===== src/rtl/sensor_scan_ctrl.sv =====
// sensor_scan_ctrl: scans up to NR_SENSORS sensors on a shared bus, sums
// acknowledged temperatures, counts them, and divides for a truncated average.
// Ports: clk_i, rst_n_i (async low), start_i, sensors_en_i (mask captured at
// start), sens_req_o/sens_sel_o/sens_data_i/sens_ack_i (sensor bus),
// busy_o, done_o, temp_sum_o, nr_active_sensors_o, temp_avg_o, timeout_mask_o.
module sensor_scan_ctrl #(
  parameter int NR_SENSORS = 5,
  parameter int DATA_W     = 8,
  parameter int TIMEOUT    = 15
) (
  input  logic                  clk_i,
  input  logic                  rst_n_i,
  input  logic                  start_i,
  input  logic [NR_SENSORS-1:0] sensors_en_i,
  output logic                  sens_req_o,
  output logic [2:0]            sens_sel_o,
  input  logic [DATA_W-1:0]     sens_data_i,
  input  logic                  sens_ack_i,
  output logic                  busy_o,
  output logic                  done_o,
  output logic [15:0]           temp_sum_o,
  output logic [7:0]            nr_active_sensors_o,
  output logic [DATA_W-1:0]     temp_avg_o,
  output logic [NR_SENSORS-1:0] timeout_mask_o
);

  localparam int WAIT_W = $clog2(TIMEOUT + 1);
  localparam logic [2:0] LAST = 3'(NR_SENSORS - 1);
  localparam logic [WAIT_W-1:0] WAIT_LIM = WAIT_W'(TIMEOUT - 1);

  typedef enum logic [2:0] {
    S_IDLE,
    S_SELECT,
    S_REQ,
    S_DIVIDE,
    S_DONE
  } state_e;

  state_e                state_q, state_d;
  logic [NR_SENSORS-1:0] en_q, en_d;
  logic [2:0]            idx_q, idx_d;
  logic [WAIT_W-1:0]     wait_q, wait_d;
  logic [15:0]           acc_q, acc_d;
  logic [7:0]            cnt_q, cnt_d;
  logic [NR_SENSORS-1:0] wmask_q, wmask_d;
  logic [15:0]           rem_q, rem_d;
  logic [15:0]           quo_q, quo_d;
  logic [3:0]            dcnt_q, dcnt_d;
  logic [15:0]           sum_q, sum_d;
  logic [7:0]            nact_q, nact_d;
  logic [DATA_W-1:0]     avg_q, avg_d;
  logic [NR_SENSORS-1:0] tmask_q, tmask_d;

  logic        advance;
  logic [16:0] trial;
  logic        ge;
  logic [15:0] diff;
  logic [15:0] div_quo;

  // One restoring division step; the remainder is always below the
  // divisor (<= 255), so 16 bits hold it.
  assign trial   = {rem_q, quo_q[15]};
  assign ge      = trial >= 17'(cnt_q);
  assign diff    = trial[15:0] - 16'(cnt_q);
  assign div_quo = {quo_q[14:0], ge};

  always_comb begin
    state_d = state_q;
    en_d    = en_q;
    idx_d   = idx_q;
    wait_d  = wait_q;
    acc_d   = acc_q;
    cnt_d   = cnt_q;
    wmask_d = wmask_q;
    rem_d   = rem_q;
    quo_d   = quo_q;
    dcnt_d  = dcnt_q;
    sum_d   = sum_q;
    nact_d  = nact_q;
    avg_d   = avg_q;
    tmask_d = tmask_q;
    advance = 1'b0;

    unique case (state_q)
      S_IDLE: begin
        if (start_i) begin
          en_d    = sensors_en_i;
          acc_d   = '0;
          cnt_d   = '0;
          wmask_d = '0;
          idx_d   = '0;
          state_d = S_SELECT;
        end
      end
      S_SELECT: begin
        if (en_q[idx_q]) begin
          wait_d  = '0;
          state_d = S_REQ;
        end else begin
          advance = 1'b1;
        end
      end
      S_REQ: begin
        wait_d = wait_q + WAIT_W'(1);
        if (sens_ack_i) begin
          acc_d   = acc_q + 16'(sens_data_i);
          cnt_d   = cnt_q + 8'd1;
          advance = 1'b1;
        end else if (wait_q == WAIT_LIM) begin
          wmask_d[idx_q] = 1'b1;
          advance        = 1'b1;
        end
      end
      S_DIVIDE: begin
        if (cnt_q == 8'd0) begin
          sum_d   = '0;
          nact_d  = '0;
          avg_d   = '0;
          tmask_d = wmask_q;
          state_d = S_DONE;
        end else begin
          rem_d  = ge ? diff : trial[15:0];
          quo_d  = div_quo;
          dcnt_d = dcnt_q + 4'd1;
          if (dcnt_q == 4'hF) begin
            sum_d   = acc_q;
            nact_d  = cnt_q;
            avg_d   = div_quo[DATA_W-1:0];
            tmask_d = wmask_q;
            state_d = S_DONE;
          end
        end
      end
      S_DONE: begin
        state_d = S_IDLE;
      end
      default: begin
        state_d = S_IDLE;
      end
    endcase

    // Leaving a sensor: next index, or start the divide after the last.
    if (advance) begin
      if (idx_q == LAST) begin
        quo_d   = acc_d;
        rem_d   = '0;
        dcnt_d  = '0;
        state_d = S_DIVIDE;
      end else begin
        idx_d   = idx_q + 3'd1;
        state_d = S_SELECT;
      end
    end
  end

  always_ff @(posedge clk_i or negedge rst_n_i) begin
    if (!rst_n_i) begin
      state_q <= S_IDLE;
      en_q    <= '0;
      idx_q   <= '0;
      wait_q  <= '0;
      acc_q   <= '0;
      cnt_q   <= '0;
      wmask_q <= '0;
      rem_q   <= '0;
      quo_q   <= '0;
      dcnt_q  <= '0;
      sum_q   <= '0;
      nact_q  <= '0;
      avg_q   <= '0;
      tmask_q <= '0;
    end else begin
      state_q <= state_d;
      en_q    <= en_d;
      idx_q   <= idx_d;
      wait_q  <= wait_d;
      acc_q   <= acc_d;
      cnt_q   <= cnt_d;
      wmask_q <= wmask_d;
      rem_q   <= rem_d;
      quo_q   <= quo_d;
      dcnt_q  <= dcnt_d;
      sum_q   <= sum_d;
      nact_q  <= nact_d;
      avg_q   <= avg_d;
      tmask_q <= tmask_d;
    end
  end

  assign sens_req_o          = (state_q == S_REQ);
  assign sens_sel_o          = sens_req_o ? idx_q : 3'd0;
  assign busy_o              = (state_q != S_IDLE);
  assign done_o              = (state_q == S_DONE);
  assign temp_sum_o          = sum_q;
  assign nr_active_sensors_o = nact_q;
  assign temp_avg_o          = avg_q;
  assign timeout_mask_o      = tmask_q;

endmodule

===== config.mk =====
export PLATFORM = sky130hd
export DESIGN_NAME = sensor_scan_ctrl
export DESIGN_NICKNAME = d
export VERILOG_FILES = /design/src/rtl/sensor_scan_ctrl.sv
export SDC_FILE = /design/constraint.sdc
export NUM_CORES = 1
export LEC_CHECK = 0
export CAP_MARGIN = 20
export CORE_MARGIN = 5
export CORE_UTILIZATION = 57
export DETAILED_ROUTE_END_ITERATION = 8
export GPL_TIMING_DRIVEN = 0
export PLACE_DENSITY = 0.8
export SYNTH_ARGS = -nofsm -noshare
export SYNTH_HDL_FRONTEND = slang
export SYNTH_SLANG_ARGS = --single-unit

===== constraint.sdc =====
create_clock -name clk_i -period 3.41 [get_ports clk_i]
set_clock_uncertainty 0.15 [all_clocks]
set_input_delay 0.341 -clock clk_i [delete_from_list [all_inputs] [get_ports clk_i]]
set_output_delay 0.341 -clock clk_i [all_outputs]
set_load 0.01 [all_outputs]

==> run_results.csv <==
group,metric,value,unit
status,status,"completed",
routing,drtPass1Iterations,5,
grt,grt-ovfl-total,0,
finish,antenna_cells,0,
logic_synthesis,postSynthNetCount,647,
logic_synthesis,synth_mux_area_share,5.16,%
logic_synthesis,synth-compound-area-share,19.5,%
power_and_ir_drop,worst_ir_drop_vdd,0.527,mV
place,post-dp-hpwl,10500,um
logic_synthesis,synth_area_leaders,"sky130_fd_sc_hd__dfrtp_1 48%, sky130_fd_sc_hd__a22o_1 5.3%, sky130_fd_sc_hd__ha_1 4.7%",
cts,cts_num_sinks,117,
sta,timing.max_slew.rel_slack,43.4,%
cts,clock_latency,0.52,ns
worst_setup_path,critical_path.endpoint_type,"flip-flop",
logic_synthesis,synth_top_area_share,48.1,%
finish,final_nets,727,
logic_synthesis,synth_top_family_by_area,"compound AO/OA/AOI/OAI gates",
grt,grt_pass1_vias,5102,
logic_synthesis,yosysUniqueCellTypes,67,
power_and_ir_drop,power_per_cell_area,869,nW/um^2
sta,period_minus_slack,3.22,ns
sta,period_utilization,94.5,%
logic_synthesis,post_synth.cell_area_avg,10.1,sq um
finish,post-route-util,71.9,%
worst_setup_path,critical_path_arrival,3.47,ns
worst_setup_path,critPathKind,"flip-flop to flip-flop",
place,port_buffers,58,
cts,cts.path.max_buffers,2,
min_path,worst_hold_path_type,"input pin to async pin",
logic_synthesis,synthXorXnorAreaFrac,3.45,%
cts,cts_tree,"done",
worst_setup_path,worstSetupStartpointType,"flip-flop",
logic_synthesis,async_reset_ff_share,100,%
worst_setup_path,worst-endpoint-required,3.66,ns
grt,grt_antenna_before_repair,0,
cts,cts-root-buf,"sky130_fd_sc_hd__clkbuf_8",
grt,grt_first_pass_wirelength,25500,um
die,initial_utilization,58.7,%
logic_synthesis,synthesis.area,6090,sq um
logic_synthesis,ys_warn_count,0,
logic_synthesis,netlist_instances,605,
die,design.portCount,60,
logic_synthesis,ys_seq_area_share,48.1,%
logic_synthesis,synth.top_cells.by_count,"117 x sky130_fd_sc_hd__dfrtp_1, 67 x sky130_fd_sc_hd__nand2_1, 47 x sky130_fd_sc_hd__nor2_1, 37 x sky130_fd_sc_hd__a22o_1, 29 x sky130_fd_sc_hd__clkbuf_1",
die,die_width,113,um
sta,max_slew_violations,0,
place,gp_routability_congestion,0.870,
finish,post-route-cell-area,7460,sq um
routing,vias_per_cell,6.12,
die,placement_row_count,37,
logic_synthesis,synth_area_in_adders,5.39,%
routing,drc,0,
die,placeableCoreArea,10400,sq um
sta,finalSetupTns,0,ns
place,post_dp_cell_area,6870,sq um
grt,gr-usage-all-layers,24.8,%
cts,cts_buffers,17,
grt,grt_max_degree,93,
cts,clk_transition_reported_paths,0.06,ns
power_and_ir_drop,leakage,3.34,nW
sta,clock.fmax,310,MHz
routing,first_iter_violations,381,
sta,timing_worst_slew_pin_value,0.849,ns
logic_synthesis,synth_top_flop_cell,"sky130_fd_sc_hd__dfrtp_1",
routing,routed_wire_length_per_instance,18.4,um
logic_synthesis,synth_largest_area_cell,"sky130_fd_sc_hd__dfrtp_1",
routing,num_vias,5094,
cts,htreeDepth,4,
die,chipHeight,113,um
routing,routed_wl,15300,um
logic_synthesis,synth-edff-count,0,
routing,ant_nets,0,
sta,hold_violations,0,
finish,syn2layout_area_growth,22.6,%
cts,total_setup_buffers_inserted_after_cts,0,
logic_synthesis,synth-simple-area-share,14.9,%
sta,timing.final.setup_violations,0,
finish,layout-drive-gt1-share,8.18,%
logic_synthesis,ys_seq_elements,117,
worst_setup_path,worstPathMaxFanout,5,
die,die-area,12800,sq um
flow_run,timing.max_cap.violations,0,
sta,rsz0062_at_grt,"no",
logic_synthesis,synth_most_common_cell,"sky130_fd_sc_hd__dfrtp_1",
where the power goes:
group          leakage (nW)  internal (mW)  switching [mW]
registers              1.54           1.82           0.339
logic                  1.52           1.14            1.44
clock network         0.275           1.12           0.618
metrics by stage:
step	hold WS, ns	power, mW	setup slack, ns	cells
2_1_floorplan	-0.105	3.89	0.712	605
3_5_place_dp	0.0694	4.68	-0.0346	801
5_1_grt	0.129	6.88	0.0963	833
3_3_place_gp	0.306	4.58	-2.51	799
6_report	0.105	6.48	0.187	833
4_1_cts	0.0979	6.46	0.251	833
final cells by class:
type,instances,area [sq um]
multi-input cells,434,2950
flip-flops and latches,117,2930
fillers,780,2910
repair buffers,61,624
clock buffers,22,443
well taps,136,170
plain buffers,34,138
clock inverters,9,129
inverters,20,75.1
critical path, cell delays in order, from the launching register on:
cell                       delay [ns]
sky130_fd_sc_hd__dfrtp_1         0.40
sky130_fd_sc_hd__ha_1            0.22
sky130_fd_sc_hd__fa_1            0.40
sky130_fd_sc_hd__a21o_1          0.22
sky130_fd_sc_hd__a221oi_1        0.72
sky130_fd_sc_hd__a211oi_1        0.25
sky130_fd_sc_hd__mux2_2          0.33
sky130_fd_sc_hd__a22o_1          0.22
sky130_fd_sc_hd__a21o_1          0.19
worst paths after layout:
kind	cells past startpoint	startpoint	slack, ns	endpoint
setup / recovery	8	acc_q[0]	0.19	quo_q[12]
hold / removal	2	rst_n_i	0.11	temp_sum_o[3]
setup reg to reg	8	acc_q[0]	0.19	quo_q[12]
hold reg to reg	2	en_q[0]	0.31	en_q[0]
max in group asynchronous	3	rst_n_i	2.29	timeout_mask_o[1]
min in group clk_i	3	sens_ack_i	0.18	acc_q[9]
layer usage:
metal / part of all wire [%] / GRT usage, % / vias up
met5: 0 / 0 / -
met4: 2.6 / 11.1 / 0
met3: 5.4 / 5.51 / 35
met2: 49 / 40.3 / 178
met1: 43 / 31.8 / 2519
li1: - / - / 2362
sequential cells by signal, indices dropped and copies added (netlist names):
signal               flops
acc_q                   16
quo_q                   16
rem_q                   16
temp_sum_o              16
cnt_q                    8
nr_active_sensors_o      8
temp_avg_o               8
en_q                     5
timeout_mask_o           5
wmask_q                  5
dcnt_q                   4
wait_q                   4
idx_q                    3
state_q                  3
cell usage in the layout, fill, tap and decap left out, types with 15 or more instances in the layout:
cell	n
sky130_fd_sc_hd__a211oi_1	16
sky130_fd_sc_hd__mux2_2	15
sky130_fd_sc_hd__a21oi_1	25
sky130_fd_sc_hd__clkbuf_16	16
sky130_fd_sc_hd__inv_1	19
sky130_fd_sc_hd__o21ai_0	21
sky130_fd_sc_hd__xnor2_1	18
sky130_fd_sc_hd__nand2_1	67
sky130_fd_sc_hd__nor2_1	47
sky130_fd_sc_hd__clkdlybuf4s50_1	57
sky130_fd_sc_hd__dfrtp_1	117
sky130_fd_sc_hd__ha_1	23
sky130_fd_sc_hd__a22o_1	37
sky130_fd_sc_hd__clkbuf_1	33
timing repair:
item                                   in CTS  in global routing
hold buffers                                1                  0
gates resized for setup                     0                  1
endpoints found under the hold margin     117                  0
setup endpoints to repair                   0                  1
logic make-up after synthesis:
kind of cell               after synthesis
and+or+nand+nor                        190
xor gates and xnor gates                24
AOI/OAI and AO/OA                      166
buffers and inverters                   54
DFF                                    117
adders and majority gates               25
muxes                                   29
Power figures use the tool's default switching activity.
==> edit 1: new RTL, same settings <==
The parameter `DATA_W` goes from 8 to 12.
--- a/src/rtl/sensor_scan_ctrl.sv
+++ b/src/rtl/sensor_scan_ctrl.sv
@@ -5,7 +5,7 @@
 // busy_o, done_o, temp_sum_o, nr_active_sensors_o, temp_avg_o, timeout_mask_o.
 module sensor_scan_ctrl #(
   parameter int NR_SENSORS = 5,
-  parameter int DATA_W     = 8,
+  parameter int DATA_W     = 12,
   parameter int TIMEOUT    = 15
 ) (
   input  logic                  clk_i,
Interface: changed (resized sens_data_i and temp_avg_o); port bits go from 60 to 68. No check against the original RTL was run, so the function may have changed too.
==> edit 1 against the original RTL <==
Critical path depth rose by 3. Worst hold slack gained 0.20 ns. Largest cell class unchanged. Cell area grew 7.3%. Critical endpoint is now rem_q[11]$_DFF_PN0_. Synthesized area rose by 7.1%. Sequential cell count increased by 4. Setup slack improved by 0.32 ns. Total power decreased by 0.52%. Wire length up 7.0%.
==> edit 1: results (changes against the original RTL) <==
metric	value	unit	change
status	finished, final reports clean		
Vias	5497		+7.9%
DR iter-0 viols	483		+27%
mux contribution to synthesized area	4.89	%	-0.27 points
Arr. time, crit path	3.06	ns	-0.41 ns
DR WL/cell	18.0	µm	-1.8%
Synth Area in Compound Gates	19.3	%	-0.22 points
syn nets	714		+10%
R2R cell count	11		+3
Clk Latency, worst-skew pair	0.42	ns	-0.10 ns
Netlist cell types	65		-3.0%
XOR/XNOR Fraction of Synth Area	3.63	%	+0.17 points
largest cells by area after synthesis	dfrtp_1 46%, ha_1 5.2%, nand2_1 5.0%		
CP startpoint	cnt_q[7]$_DFFE_PN0P_		
switching power share of the total	37.8	%	+0.76 points
critical path peak fanout	10		+5
GP Congestion	0.920		+5.7%
Adder-Cell Fraction of Synth Area	5.80	%	+0.41 points
port buffer count	67		+16%
register area share after synthesis	46.4	%	-1.7 points
normalized max-slew margin	47.1	%	+3.7 points
Cell Area, Placed	7400	µm²	+7.7%
Nets	802		+10%
Tot GR Track Use	25.9	%	+1.1 points
CP max stage cell	dfrtp_1		
synth warn	0		unchanged
dpl ws	0.331	ns	+0.365 ns
sequential power share	32.8	%	-0.5 points
hpwl dp	11600	µm	+10%
via count of the first global-routing pass	5562		+9.0%
multi-input logic area	3220	µm²	+9.0%
max incr delay on CP	0.46	ns	-0.26 ns
first-pass GRT wire length	27600	µm	+8.5%
Leak Pwr	3.69	nW	+10%
final worst-path cycle share	85.2	%	-9.3 points
FILL cells	875		+12%
VDD IR max	0.834	mV	+58%
Post-synth top cells	121 x dfrtp_1, 87 x nand2_1, 56 x nor2_1, 36 x a21oi_1, 36 x o21ai_0		
Root Buffer	clkbuf_16		
[edit 1: metrics by stage]
stage / util (%) / hold slack, ns / power [W] / setup TNS, ns / std cells
floorplan: - / -0.105 / 0.00390 / 0 / 664
global placement: 65.1 / 0.305 / 0.00448 / -326.27 / 874
detailed placement: 65.4 / 0.184 / 0.00460 / 0 / 875
CTS: 70.7 / 0.303 / 0.00644 / 0 / 908
global route: 70.7 / 0.318 / 0.00688 / 0 / 908
finish: 70.7 / 0.304 / 0.00645 / 0 / 908
[edit 1: cell type report]
| class | instances | area share [%] |
|---|---|---|
| Buffer | 36 | 2.33 |
| Clock inverter | 13 | 1.91 |
| Timing Repair Buffer | 69 | 8.86 |
| Clock buffer | 19 | 5.53 |
| Tap cell | 143 | 2.24 |
| Multi-Input combinational cell | 484 | 40.2 |
| Inverter | 23 | 1.08 |
| Sequential cell | 121 | 37.8 |
[edit 1: path summary, 6_finish.rpt]
kind	endpoint	slack (ns)
hold / removal	en_q[1]$_DFFE_PN0P_	0.30
max in group asynchronous	quo_q[5]$_DFF_PN0_	2.11
setup reg to reg	rem_q[11]$_DFF_PN0_	0.50
hold reg to reg	en_q[3]$_DFFE_PN0P_	0.33
setup / recovery	rem_q[11]$_DFF_PN0_	0.50
min in group clk_i	en_q[4]$_DFFE_PN0P_	0.31
[edit 1: per-layer routing]
metal	vias up	GRT usage (%)	part of all wire, %
li1	2557	-	-
met3	37	6.22	5.9
met1	2704	33.4	43
met2	199	42.5	49
met5	-	0	0
met4	0	9.79	2.2
[edit 1: worst max-delay path: cells and delay by family (launching register included)]
kind	cells	cell delay, ns
compound gates	4	0.90
fa+ha+maj	1	0.27
buf+inv	4	0.61
flops	1	0.46
simple gates	2	0.40
==> edit 2: new RTL, same flow settings <==
Without the edit above. The 5 states of `state_e` get a one-hot encoding in 5 bits.
--- a/src/rtl/sensor_scan_ctrl.sv
+++ b/src/rtl/sensor_scan_ctrl.sv
@@ -28,12 +28,12 @@
   localparam logic [2:0] LAST = 3'(NR_SENSORS - 1);
   localparam logic [WAIT_W-1:0] WAIT_LIM = WAIT_W'(TIMEOUT - 1);
 
-  typedef enum logic [2:0] {
-    S_IDLE,
-    S_SELECT,
-    S_REQ,
-    S_DIVIDE,
-    S_DONE
+  typedef enum logic [4:0] {
+    S_IDLE   = 5'b00001,
+    S_SELECT = 5'b00010,
+    S_REQ    = 5'b00100,
+    S_DIVIDE = 5'b01000,
+    S_DONE   = 5'b10000
   } state_e;
 
   state_e                state_q, state_d;
Function: no difference found for any inputs over 10 cycles, from zero or initial values and one cycle with rst_n_i low; not proved beyond that.
==> edit 2 against the original RTL <==
Global-route usage rose by 1.1 points. Wire length rose by 5.4%. Sequential share of layout area rose by 0.26 points. Sequential cell count rose by 2. Setup slack improved by 0.073 ns. Synthesized area rose by 2.0%. Cell area rose by 1.1%. Highest routed layer unchanged.
Power is not compared: it rests on default switching activity, and its combinational part moved more than twofold at a synthesized area within 25%.
==> edit 2: results (changes against the original RTL) <==
metric	value	unit	change
port buffer count	59		+1.7%
status	finished, final reports clean		
syn nets	689		+6.5%
Reg area	2980	µm²	+1.8%
CP max stage cell	dfrtp_1		
Vias	5298		+4.0%
GP Congestion	0.922		+5.9%
WL final	16100	µm	+5.4%
FILL cells	807		+3.5%
critical path peak fanout	7		+2
Post-synth top cells	118 x dfrtp_1, 100 x nand2_1, 42 x nor2_1, 37 x o21ai_0		
Tot GR Track Use	25.9	%	+1.1 points
worst reg-to-reg setup slack	0.26	ns	+0.07 ns
R2R cell count	9		+1
share of cells above drive strength 1	7.99	%	-0.18 points
hpwl dp	11400	µm	+8.5%
Nets	769		+5.8%
normalized max-slew margin	41.8	%	-1.6 points
reg2reg end	rem_q[12]$_DFF_PN0_		
first-pass GRT wire length	26500	µm	+4.2%
register area share after synthesis	48.0	%	-0.10 points
Arr. time, crit path	3.44	ns	-0.03 ns
Netlist cell types	73		+9.0%
largest cells by area after synthesis	dfrtp_1 48%, nand2_1 6.0%, ha_1 4.6%		
Syn Area/Cell	9.59	µm²	-4.6%
placed instance count	847		+5.7%
max incr delay on CP	0.50	ns	-0.22 ns
dpl ws	0.160	ns	+0.195 ns
Worst setup SP type	flip-flop		
[edit 2: cells by family after synthesis]
kind of cell,synth area share (%)
and+or+nand+nor,18.5
AOI/OAI and AO/OA,19.5
DFF,48.0
buffers and inverters,3.53
adders and majority gates,5.28
xor gates and xnor gates,3.10
muxes,2.04
[edit 2: final cells by class]
class	instances	share of cell area, %
Buffer	29	1.66
Clock buffer	22	6.01
Clock inverter	8	1.01
Inverter	25	1.24
Multi-Input combinational cell	474	39.9
Sequential cell	119	39.5
Tap cell	140	2.32
Timing Repair Buffer	61	8.35
[edit 2: per-layer routing]
layer | vias to the layer above | global-route usage (%) | part of all wire (%)
li1 | 2501 | - | -
met1 | 2608 | 35.0 | 44
met2 | 163 | 42.0 | 48
met3 | 26 | 6.08 | 5.9
met4 | 0 | 7.13 | 1.7
met5 | - | 0 | 0
[edit 2: what timing repair did]
action | in CTS | in global routing
hold buffers | 1 | 0
resized for setup | 0 | 1
endpoints found under the setup margin | 0 | 1
hold endpoints to repair | 53 | 0
